--- src/rtl/hangman_engine.sv ---
// hangman_engine: parametrised blind-hangman game engine.
// The word ROM is external: the engine drives word_addr and samples word_data
// one cycle later in LOAD. Each guess is checked against every letter
// position in a single CHECK cycle. A guess that was already used, or that
// equals the pad code, is flagged and costs no try.
module hangman_engine #(
    parameter int               WORD_LEN  = 5,
    parameter int               CHAR_W    = 5,
    parameter int               MAX_TRIES = 7,
    parameter int               IDX_W     = 6,
    parameter logic [CHAR_W-1:0] PAD      = {CHAR_W{1'b1}},
    localparam int              TRY_W     = $clog2(MAX_TRIES + 1)
) (
    input  logic                       clk,
    input  logic                       reset,
    input  logic                       start,
    input  logic                       abort,
    input  logic [IDX_W-1:0]           word_sel,
    output logic [IDX_W-1:0]           word_addr,
    input  logic [WORD_LEN*CHAR_W-1:0] word_data,
    input  logic                       guess_valid,
    input  logic [CHAR_W-1:0]          guess_char,
    output logic                       guess_ready,
    output logic [WORD_LEN-1:0]        revealed,
    output logic [TRY_W-1:0]           tries,
    output logic                       hit,
    output logic                       repeat_guess,
    output logic                       win,
    output logic                       lose
);

    localparam int ALPHA = 2 ** CHAR_W;

    typedef enum logic [2:0] {
        S_IDLE  = 3'd0,
        S_LOAD  = 3'd1,
        S_GUESS = 3'd2,
        S_CHECK = 3'd3,
        S_WIN   = 3'd4,
        S_LOSE  = 3'd5
    } state_t;

    // Bit b of the result flags the character field at word[b*CHAR_W +: CHAR_W],
    // so bit WORD_LEN-1 is letter position 0 (MSB field of the word).
    function automatic logic [WORD_LEN-1:0] pad_mask(
        input logic [WORD_LEN*CHAR_W-1:0] w
    );
        logic [WORD_LEN-1:0] m;
        m = {WORD_LEN{1'b0}};
        for (int b = 0; b < WORD_LEN; b++) begin
            m[b] = (w[b*CHAR_W +: CHAR_W] == PAD);
        end
        return m;
    endfunction

    // Positions equal to the guess that are not yet revealed.
    function automatic logic [WORD_LEN-1:0] match_mask(
        input logic [WORD_LEN*CHAR_W-1:0] w,
        input logic [CHAR_W-1:0]          g,
        input logic [WORD_LEN-1:0]        rev
    );
        logic [WORD_LEN-1:0] m;
        m = {WORD_LEN{1'b0}};
        for (int b = 0; b < WORD_LEN; b++) begin
            m[b] = (w[b*CHAR_W +: CHAR_W] == g) & ~rev[b];
        end
        return m;
    endfunction

    // Registered state
    state_t                      state_r;
    logic                        start_prev_r;
    logic [IDX_W-1:0]            word_addr_r;
    logic [WORD_LEN*CHAR_W-1:0]  word_r;
    logic [CHAR_W-1:0]           guess_r;
    logic [ALPHA-1:0]            used_r;
    logic [WORD_LEN-1:0]         revealed_r;
    logic [TRY_W-1:0]            tries_r;
    logic                        hit_r;
    logic                        repeat_r;
    logic                        win_r;
    logic                        lose_r;
    logic                        guess_ready_r;

    // Next-state values
    state_t                      state_s;
    logic [IDX_W-1:0]            word_addr_s;
    logic [WORD_LEN*CHAR_W-1:0]  word_s;
    logic [CHAR_W-1:0]           guess_s;
    logic [ALPHA-1:0]            used_s;
    logic [WORD_LEN-1:0]         revealed_s;
    logic [TRY_W-1:0]            tries_s;
    logic                        hit_s;
    logic                        repeat_s;

    logic                        start_edge_s;
    logic [WORD_LEN-1:0]         match_s;
    logic [WORD_LEN-1:0]         merged_s;
    logic [TRY_W-1:0]            tries_inc_s;

    assign start_edge_s = start & ~start_prev_r;
    assign match_s      = match_mask(word_r, guess_r, revealed_r);
    assign merged_s     = revealed_r | match_s;
    assign tries_inc_s  = tries_r + TRY_W'(32'd1);

    // Next-state and datapath update; abort overrides every other input.
    always_comb begin
        state_s     = state_r;
        word_addr_s = word_addr_r;
        word_s      = word_r;
        guess_s     = guess_r;
        used_s      = used_r;
        revealed_s  = revealed_r;
        tries_s     = tries_r;
        hit_s       = 1'b0;
        repeat_s    = 1'b0;

        if (abort) begin
            state_s     = S_IDLE;
            word_addr_s = {IDX_W{1'b0}};
            word_s      = {(WORD_LEN*CHAR_W){1'b0}};
            guess_s     = {CHAR_W{1'b0}};
            used_s      = {ALPHA{1'b0}};
            revealed_s  = {WORD_LEN{1'b0}};
            tries_s     = {TRY_W{1'b0}};
        end else begin
            case (state_r)
                S_IDLE: begin
                    word_s     = {(WORD_LEN*CHAR_W){1'b0}};
                    guess_s    = {CHAR_W{1'b0}};
                    used_s     = {ALPHA{1'b0}};
                    revealed_s = {WORD_LEN{1'b0}};
                    tries_s    = {TRY_W{1'b0}};
                    if (start_edge_s) begin
                        word_addr_s = word_sel;
                        state_s     = S_LOAD;
                    end else begin
                        word_addr_s = {IDX_W{1'b0}};
                    end
                end
                S_LOAD: begin
                    word_s     = word_data;
                    revealed_s = pad_mask(word_data);
                    if (&pad_mask(word_data)) begin
                        state_s = S_WIN;
                    end else begin
                        state_s = S_GUESS;
                    end
                end
                S_GUESS: begin
                    // guess_ready is high throughout GUESS, so valid alone completes the transfer.
                    if (guess_valid) begin
                        guess_s = guess_char;
                        state_s = S_CHECK;
                    end else begin
                        state_s = S_GUESS;
                    end
                end
                S_CHECK: begin
                    if (used_r[guess_r] || (guess_r == PAD)) begin
                        repeat_s = 1'b1;
                        state_s  = S_GUESS;
                    end else begin
                        used_s[guess_r] = 1'b1;
                        if (|match_s) begin
                            revealed_s = merged_s;
                            hit_s      = 1'b1;
                            if (&merged_s) begin
                                state_s = S_WIN;
                            end else begin
                                state_s = S_GUESS;
                            end
                        end else begin
                            // Saturating guard; tries is below MAX_TRIES in any reachable CHECK.
                            if (tries_r < TRY_W'(MAX_TRIES)) begin
                                tries_s = tries_inc_s;
                            end else begin
                                tries_s = tries_r;
                            end
                            if (tries_inc_s >= TRY_W'(MAX_TRIES)) begin
                                state_s = S_LOSE;
                            end else begin
                                state_s = S_GUESS;
                            end
                        end
                    end
                end
                S_WIN, S_LOSE: begin
                    if (start_edge_s) begin
                        state_s = S_IDLE;
                    end else begin
                        state_s = state_r;
                    end
                end
                default: begin
                    state_s     = S_IDLE;
                    word_addr_s = {IDX_W{1'b0}};
                    word_s      = {(WORD_LEN*CHAR_W){1'b0}};
                    guess_s     = {CHAR_W{1'b0}};
                    used_s      = {ALPHA{1'b0}};
                    revealed_s  = {WORD_LEN{1'b0}};
                    tries_s     = {TRY_W{1'b0}};
                end
            endcase
        end
    end

    // State, datapath and registered outputs; results are decoded from the next state.
    always_ff @(posedge clk or negedge reset) begin
        if (!reset) begin
            state_r       <= S_IDLE;
            start_prev_r  <= 1'b0;
            word_addr_r   <= {IDX_W{1'b0}};
            word_r        <= {(WORD_LEN*CHAR_W){1'b0}};
            guess_r       <= {CHAR_W{1'b0}};
            used_r        <= {ALPHA{1'b0}};
            revealed_r    <= {WORD_LEN{1'b0}};
            tries_r       <= {TRY_W{1'b0}};
            hit_r         <= 1'b0;
            repeat_r      <= 1'b0;
            win_r         <= 1'b0;
            lose_r        <= 1'b0;
            guess_ready_r <= 1'b0;
        end else begin
            state_r       <= state_s;
            start_prev_r  <= start;
            word_addr_r   <= word_addr_s;
            word_r        <= word_s;
            guess_r       <= guess_s;
            used_r        <= used_s;
            revealed_r    <= revealed_s;
            tries_r       <= tries_s;
            hit_r         <= hit_s;
            repeat_r      <= repeat_s;
            win_r         <= (state_s == S_WIN);
            lose_r        <= (state_s == S_LOSE);
            guess_ready_r <= (state_s == S_GUESS);
        end
    end

    assign word_addr    = word_addr_r;
    assign guess_ready  = guess_ready_r;
    assign revealed     = revealed_r;
    assign tries        = tries_r;
    assign hit          = hit_r;
    assign repeat_guess = repeat_r;
    assign win          = win_r;
    assign lose         = lose_r;

endmodule

--- config.mk ---
export PLATFORM = sky130hd
export DESIGN_NAME = hangman_engine
export DESIGN_NICKNAME = d
export VERILOG_FILES = /design/src/rtl/hangman_engine.sv
export SDC_FILE = /design/constraint.sdc
export NUM_CORES = 1
export LEC_CHECK = 0
export ABC_CLOCK_PERIOD_IN_PS = 3550
export BUFFER_PORTS_ARGS = -buffer_cell sky130_fd_sc_hd__buf_2
export CORE_ASPECT_RATIO = 1.5
export CORE_MARGIN = 4
export CORE_UTILIZATION = 52
export DETAILED_ROUTE_END_ITERATION = 6
export GPL_TIMING_DRIVEN = 0
export PLACE_DENSITY = 0.71
export SLEW_MARGIN = 10
export SYNTH_ARGS = -nofsm -noshare
export SYNTH_HDL_FRONTEND = slang
export SYNTH_SLANG_ARGS = --single-unit
--- constraint.sdc ---
create_clock -name clk -period 3.55 [get_ports clk]
set_input_delay 0.1775 -clock clk [delete_from_list [all_inputs] [get_ports clk]]
set_output_delay 0.1775 -clock clk [all_outputs]
set_load 0.05 [all_outputs]
==> Word-level counts from Yosys, hierarchy flattened <==
Cells that the tools add are included.
{ "op_classes": {"n_addsub": 1, "bitwise": 14, "magnitude_cmp": 4, "muxes": 41, "eq_ne": 29, "n_reduce_logical": 16} }
{ "op_table": {"columns": ["cell", "n"], "rows": [
  ["32-bit two-way mux", 2],
  ["32-bit case mux with 2 select lines", 1],
  ["25-bit case mux with 2 select lines", 1],
  ["3-bit two-way mux", 12],
  ["32-bit bitwise OR", 1],
  ["5-bit == test (second input constant)", 6],
  ["5-bit == test", 5],
  ["25-bit two-way mux", 1],
  ["5-bit two-way mux", 5],
  ["3-bit != test (second input constant)", 5],
  ["3-bit case mux with 5 select lines", 1],
  ["5-bit case mux with 3 select lines", 1],
  ["3-bit == test (second input constant)", 4],
  ["6-bit two-way mux", 2],
  ["6-bit case mux with 2 select lines", 1],
  ["4-bit OR reduction", 3],
  ["1-bit two-way mux", 10],
  ["2-bit by 1-bit != test with 1-bit output (second input constant)", 5],
  ["5-bit case mux with 2 select lines", 1],
  ["5-bit AND reduction", 2],
  ["5-bit OR reduction", 2],
  ["3-bit by 2-bit == test with 1-bit output (second input constant)", 3],
  ["1-bit AND", 6],
  ["5-bit by 6-bit less-than comparator with 1-bit output (second input constant)", 1],
  ["other kinds (18)", 24]
]} }
{ "totals": {"input_bits": 41, "wordCells": 118, "ff_bits": 85, "output_inout_bits": 19} }

==> Depth between registers and ports, before layout <==
{ "depth": {"depth_word": 10, "depth_mapped": 11, "ltp_nobuf": 10} }

==> Least setup slack after synthesis <==
OpenSTA, ideal clock, no wires.
{ "synth_timing": {"path_kind": "register to register", "startpoint": "register guess_r[1]", "endpoint": "register lose_r, in the netlist lose", "t_arrival_ns": 2.347, "required_ns": 3.462, "n_path_buf": 2, "path_slack_ns": 1.115, "path_stages_with_launch": 11, "cell_sequence": "dfrtp_1 > buf_6 > buf_12 > mux2_4 > o221ai_2 > o311ai_1 > nor4_4 > o21ai_2 > o211a_1 > a221o_1 > nor3b_1"} }
{ "synth_via": {"elab_chain_len": 10} }
{ "synth_lines": {"columns": ["element", "line_no", "text"], "rows": [
  ["start: declaration", "75", "logic [CHAR_W-1:0] guess_r;"],
  ["start signal: assignment", "215", "guess_r <= {CHAR_W{1'b0}};"],
  ["start signal: assignment", "229", "guess_r <= guess_s;"],
  ["5-bit == test", "65", "m[b] = (w[b*CHAR_W +: CHAR_W] == g) & ~rev[b];"],
  ["1-bit AND", "65", null],
  ["5-bit bitwise OR", "103", "assign merged_s = revealed_r | match_s;"],
  ["5-bit AND reduction", "168", "if (&merged_s) begin"],
  ["3-bit two-way mux", "168", null],
  ["3-bit two-way mux", "165", "if (|match_s) begin"],
  ["3-bit two-way mux (*)", "160", "if (used_r[guess_r] || (guess_r == PAD)) begin"],
  ["3-bit case mux with 5 select lines (*)", "127", "case (state_r)"],
  ["3-bit two-way mux (*)", "118", "if (abort) begin"],
  ["3-bit == test (*)", "236", "lose_r <= (state_s == S_LOSE);"],
  ["end signal: assignment", "236", null],
  ["end: declaration", "82", "logic lose_r;"]
]} }
Every way passes the cells marked *; elsewhere a longest branch is shown, timed or not. The select of a mux whose other input is x is not followed.
A chain may end at the register's enable or synchronous reset.

==> Worst setup path in the final report <==
{ "layout_timing": {"startpoint": "register guess_r[4]", "endpoint": "register used_r[9]"} }
{ "layout_via": {"elab_chain_len": 8} }
{ "layout_lines": {"columns": ["element", "line_no", "text"], "rows": [
  ["5-bit by 6-bit less-than comparator with 1-bit output (not written as such) / 5-bit by 1-bit >= comparator with 1-bit output (equally long branches)", "164", "used_s[guess_r] = 1'b1;"],
  ["1-bit logical AND (not written as such)", "164", null],
  ["1-bit two-way mux (not written as such)", "164", null],
  ["1-bit demux with 5-bit select", "164", null],
  ["32-bit bitwise OR (no source line)", null, null],
  ["32-bit two-way mux", "160", null],
  ["32-bit case mux with 2 select lines", "127", null],
  ["32-bit two-way mux", "118", null],
  ["end signal: assignment", "216", "used_r <= {ALPHA{1'b0}};"],
  ["end signal: assignment", "230", "used_r <= used_s;"],
  ["end: declaration", "76", "logic [ALPHA-1:0] used_r;"]
]} }
Several ways; a longest one is shown, not always the timed one. The select of a mux whose other input is x is not followed.

==> results_dict.tcl <==
set metrics [dict create \
    run_status "finished, final reports clean" \
    worstPathRequired_ns 3.79 \
    max-slew-margin-rel_pct 31.3 \
    syn-cell-area_mm2 0.00434 \
    initial_utilization_pct 53.9 \
    number_of_nets_produced_by_synthesis 493 \
    fin_nets 565 \
    cp_data_arrival_time_ns 3.41 \
    synth-main-ff-cell "sky130_fd_sc_hd__dfrtp_1" \
    detail_route.iter0.violations 208 \
    post-dp-hpwl_um 8670 \
    dr_total_vias 3721 \
    finalCriticalPeriod_ns 3.17 \
    hold_viol_final 0 \
    grt_overflow 0 \
    chipHeight_um 120 \
    htree_levels 3 \
    grt_usage_pct 25.4 \
    unrepaired_setup_endpoints_after_global_routing "false" \
    fp.dieW_um 82.6 \
    yosys.cell_types.count 60 \
    cp_common_cell "sky130_fd_sc_hd__nand3_1" \
    number_of_antenna_violations_at_the_first_check_in_global_routing 0 \
    crit_family "compound AO/OA/AOI/OAI gates" \
    p_per_area_mw_per_mm2 408 \
    cap_viol_max_count 0 \
    finalSetupViolCount 0 \
    finalMaxSlewViolations 0 \
    reg2reg_depth 8 \
    rows 40 \
    p_leak_nw 2.49 \
    slowest_stage "sky130_fd_sc_hd__nor4_4" \
    max-vdd-ir-drop_v 0.000248 \
    min_path_type "primary input to flop" \
    cp_num_buf_inv 1 \
    synthesis.yosys.warnings 0 \
    drive_gt1_share_pct 18.2 \
    cts-buffers-inserted 9 \
    worst_tran_pin_value_ns 1.03 \
    post_cts.resized_instances 0 \
    clkSlewWorstSetupHoldPaths_ns 0.06 \
    layout_area_growth_over_synthesis_pct 16.6 \
    clockBufferDepth 2 \
    design.portCount 60 \
    postSynth.asyncResetShare_pct 100 \
    clkSinkCount 84 \
    global_route_wire_length_before_repair_um 18700 \
    diodes 0 \
    drc 0 \
    worstHoldPathCells 3 \
    timing.critical_path.slowest_cell_delay_ns 0.52 \
    post-cts-setup-buffers 0 \
    pin_count_of_the_biggest_net_entering_global_routing 44 \
    count_of_nets_left_with_antenna_violations_after_detail_routing 0 \
    route.detailed.vias_per_inst 5.93 \
    filler_cell_count 700 \
    wl_um 11800 \
    ys_ff_latch 84 \
    timing_worst_setup_path_type "flop to flop" \
    postSynthCellCount 448 \
    timing.setup.tns_ns 0 \
    cp_num_cells 8 \
    critical_path.cell_chain "buf_1 -> nand3_1 -> o32ai_1 -> o31a_1 -> nor4_4 -> a41o_1 -> nand3_1 -> o31ai_1" \
    seq_total_area_yosys_pct 48.4 \
    portBuffers 58 \
    fin_skew_ns 0.00740 \
    critPathMaxFanout 10 \
    holdWs_ns 0.0555 \
    post-layout-total-power_mw 2.06 \
    fmax_mhz 316 \
    place.gp.congestion 0.918 \
    tritoncts "done" \
    syn_avg_cell_area_um2 9.69 \
    start_kind "flop" \
    largest_cells_by_area_after_synthesis "sky130_fd_sc_hd__dfrtp_1 (48%), sky130_fd_sc_hd__a22o_1 (6.1%), sky130_fd_sc_hd__xor2_1 (4.6%), sky130_fd_sc_hd__nand2_1 (4.5%), sky130_fd_sc_hd__nor2_1 (4.4%)" \
    timing.final.crit_share_pct 89.2 \
    clockRootBuffer "sky130_fd_sc_hd__clkbuf_16" \
    synth_area_leader_cell "sky130_fd_sc_hd__dfrtp_1" \
    floorplan.core_area_mm2 0.00806 \
    detail_route.wl_per_cell_um 18.7 \
    worst_skew_pair.late_latency_ns 0.34 \
    first_global_vias 3756 \
    setup.worst_path.end_class "flop" \
    netlist.area_leader.share_pct 48.4 \
    detailedRoute.firstPassIterationCount 5 \
    synth_edf_count 0 \
    total_die_area_mm2 0.00990 \
]
kinds of logic after synthesis:
logic type	count (synthesis)	share of synthesized area, %
simple gates	177	19.5
compound gates	108	17.6
fa+ha+maj	4	1.15
buf+inv	35	4.01
mux	15	4.30
flops	84	48.4
xor+xnor	25	5.05
power by group:
group	switching, mW	total (mW)	internal [mW]
sequential	0.0126	0.986	0.974
combinational	0.161	0.239	0.0778
clock	0.358	0.839	0.481
state kept, by name (all words and copies together) (netlist names):
| register | flops |
|---|---|
| lose | 1 |
| start_prev_r | 1 |
| hit | 1 |
| win | 1 |
| guess_ready | 1 |
| word_r | 25 |
| word_addr | 6 |
| used_r | 31 |
| tries | 3 |
| revealed | 5 |
| repeat_guess | 1 |
| state_r | 3 |
| guess_r | 5 |
Yosys cell counts (2+ instances only):
master,instances
sky130_fd_sc_hd__dfrtp_1,84
sky130_fd_sc_hd__nand2_1,52
sky130_fd_sc_hd__nor2_1,51
sky130_fd_sc_hd__a22o_1,30
sky130_fd_sc_hd__a21oi_1,25
sky130_fd_sc_hd__xor2_1,23
sky130_fd_sc_hd__nand3_1,22
sky130_fd_sc_hd__o21ai_0,22
sky130_fd_sc_hd__clkbuf_1,15
sky130_fd_sc_hd__mux2i_1,10
sky130_fd_sc_hd__nor3_1,10
sky130_fd_sc_hd__nand2b_1,8
sky130_fd_sc_hd__buf_2,6
sky130_fd_sc_hd__inv_1,6
sky130_fd_sc_hd__and3_1,5
sky130_fd_sc_hd__or3_1,5
sky130_fd_sc_hd__ha_1,4
sky130_fd_sc_hd__nor4_1,4
sky130_fd_sc_hd__o22ai_1,4
sky130_fd_sc_hd__buf_1,3
sky130_fd_sc_hd__nor3b_1,3
sky130_fd_sc_hd__o31ai_1,3
sky130_fd_sc_hd__or2_2,3
sky130_fd_sc_hd__a311oi_1,2
sky130_fd_sc_hd__a31oi_1,2
sky130_fd_sc_hd__and3b_1,2
sky130_fd_sc_hd__buf_6,2
sky130_fd_sc_hd__mux2_2,2
sky130_fd_sc_hd__nand3b_1,2
sky130_fd_sc_hd__nand4_1,2
sky130_fd_sc_hd__nor2b_1,2
sky130_fd_sc_hd__nor4b_1,2
sky130_fd_sc_hd__o221a_2,2
sky130_fd_sc_hd__o221ai_1,2
sky130_fd_sc_hd__o2bb2ai_1,2
sky130_fd_sc_hd__xnor2_1,2
placed cells by master (no fill, tap or decap), types with 3 or more instances in the layout:
cell / count
sky130_fd_sc_hd__and3_1: 5
sky130_fd_sc_hd__clkbuf_1: 16
sky130_fd_sc_hd__mux2i_1: 10
sky130_fd_sc_hd__o21ai_0: 22
sky130_fd_sc_hd__buf_1: 3
sky130_fd_sc_hd__ha_1: 4
sky130_fd_sc_hd__dfrtp_1: 84
sky130_fd_sc_hd__buf_2: 63
sky130_fd_sc_hd__a21oi_1: 25
sky130_fd_sc_hd__a22o_1: 30
sky130_fd_sc_hd__o22ai_1: 4
sky130_fd_sc_hd__nor2_1: 51
sky130_fd_sc_hd__or3_1: 5
sky130_fd_sc_hd__or2_2: 3
sky130_fd_sc_hd__nand2b_1: 8
sky130_fd_sc_hd__o31ai_1: 3
sky130_fd_sc_hd__nand3_1: 22
sky130_fd_sc_hd__clkinv_2: 3
sky130_fd_sc_hd__nor4_1: 4
sky130_fd_sc_hd__nor3_1: 10
sky130_fd_sc_hd__nand2_1: 52
sky130_fd_sc_hd__clkbuf_16: 9
sky130_fd_sc_hd__xor2_1: 23
sky130_fd_sc_hd__inv_1: 6
sky130_fd_sc_hd__nor3b_1: 3
per-stage QoR:
step | instance area (µm²) | instances | setup WS (ns) | utilization (%)
detailed placement | 4780 | 612 | 0.401 | 59.4
CTS | 5060 | 628 | 0.388 | 62.8
global route | 5060 | 628 | 0.218 | 62.8
global placement | 4760 | 611 | 0.440 | 59.1
finish | 5060 | 628 | 0.382 | 62.8
floorplan | 4340 | 448 | 1.12 | -
repair_timing:
action	CTS	global route
hold buffers	2	0
setup endpoints to repair	0	0
hold endpoints to repair	43	0
per-layer routing:
layer,global-route usage [%],vias to the layer above,routed length (µm)
met2,42.3,110,6060
li1,-,1751,-
met1,29.4,1820,4560
met3,5.33,40,566
met5,0,-,0
met4,14.5,0,581
worst paths after layout:
check / from / endpoint / slack [ns]
max in group asynchronous: reset / guess_r[0] / 2.58
min in group asynchronous: reset / used_r[17] / 0.36
hold reg to reg: word_addr[2] / word_addr[2] / 0.46
hold / removal: word_sel[2] / word_addr[2] / 0.06
setup / recovery: guess_r[4] / used_r[9] / 0.38
setup reg to reg: guess_r[4] / used_r[9] / 0.38
tightest hold or removal path, cell delays in order:
cell and delay, ns:
sky130_fd_sc_hd__buf_2 0.08, sky130_fd_sc_hd__nand3_1 0.05, sky130_fd_sc_hd__nand2_1 0.06
layout make-up:
type | count | area [µm²] | area share, %
buffer | 28 | 148 | 2.92
clock buffer | 11 | 243 | 4.80
clock inverter | 3 | 15.0 | 0.297
inverter | 7 | 26.3 | 0.519
multi-input combinational | 329 | 2060 | 40.8
sequential | 84 | 2100 | 41.5
tap | 105 | 131 | 2.60
timing repair buffer | 61 | 333 | 6.58
No activity file was read; power rests on OpenSTA's default activity.
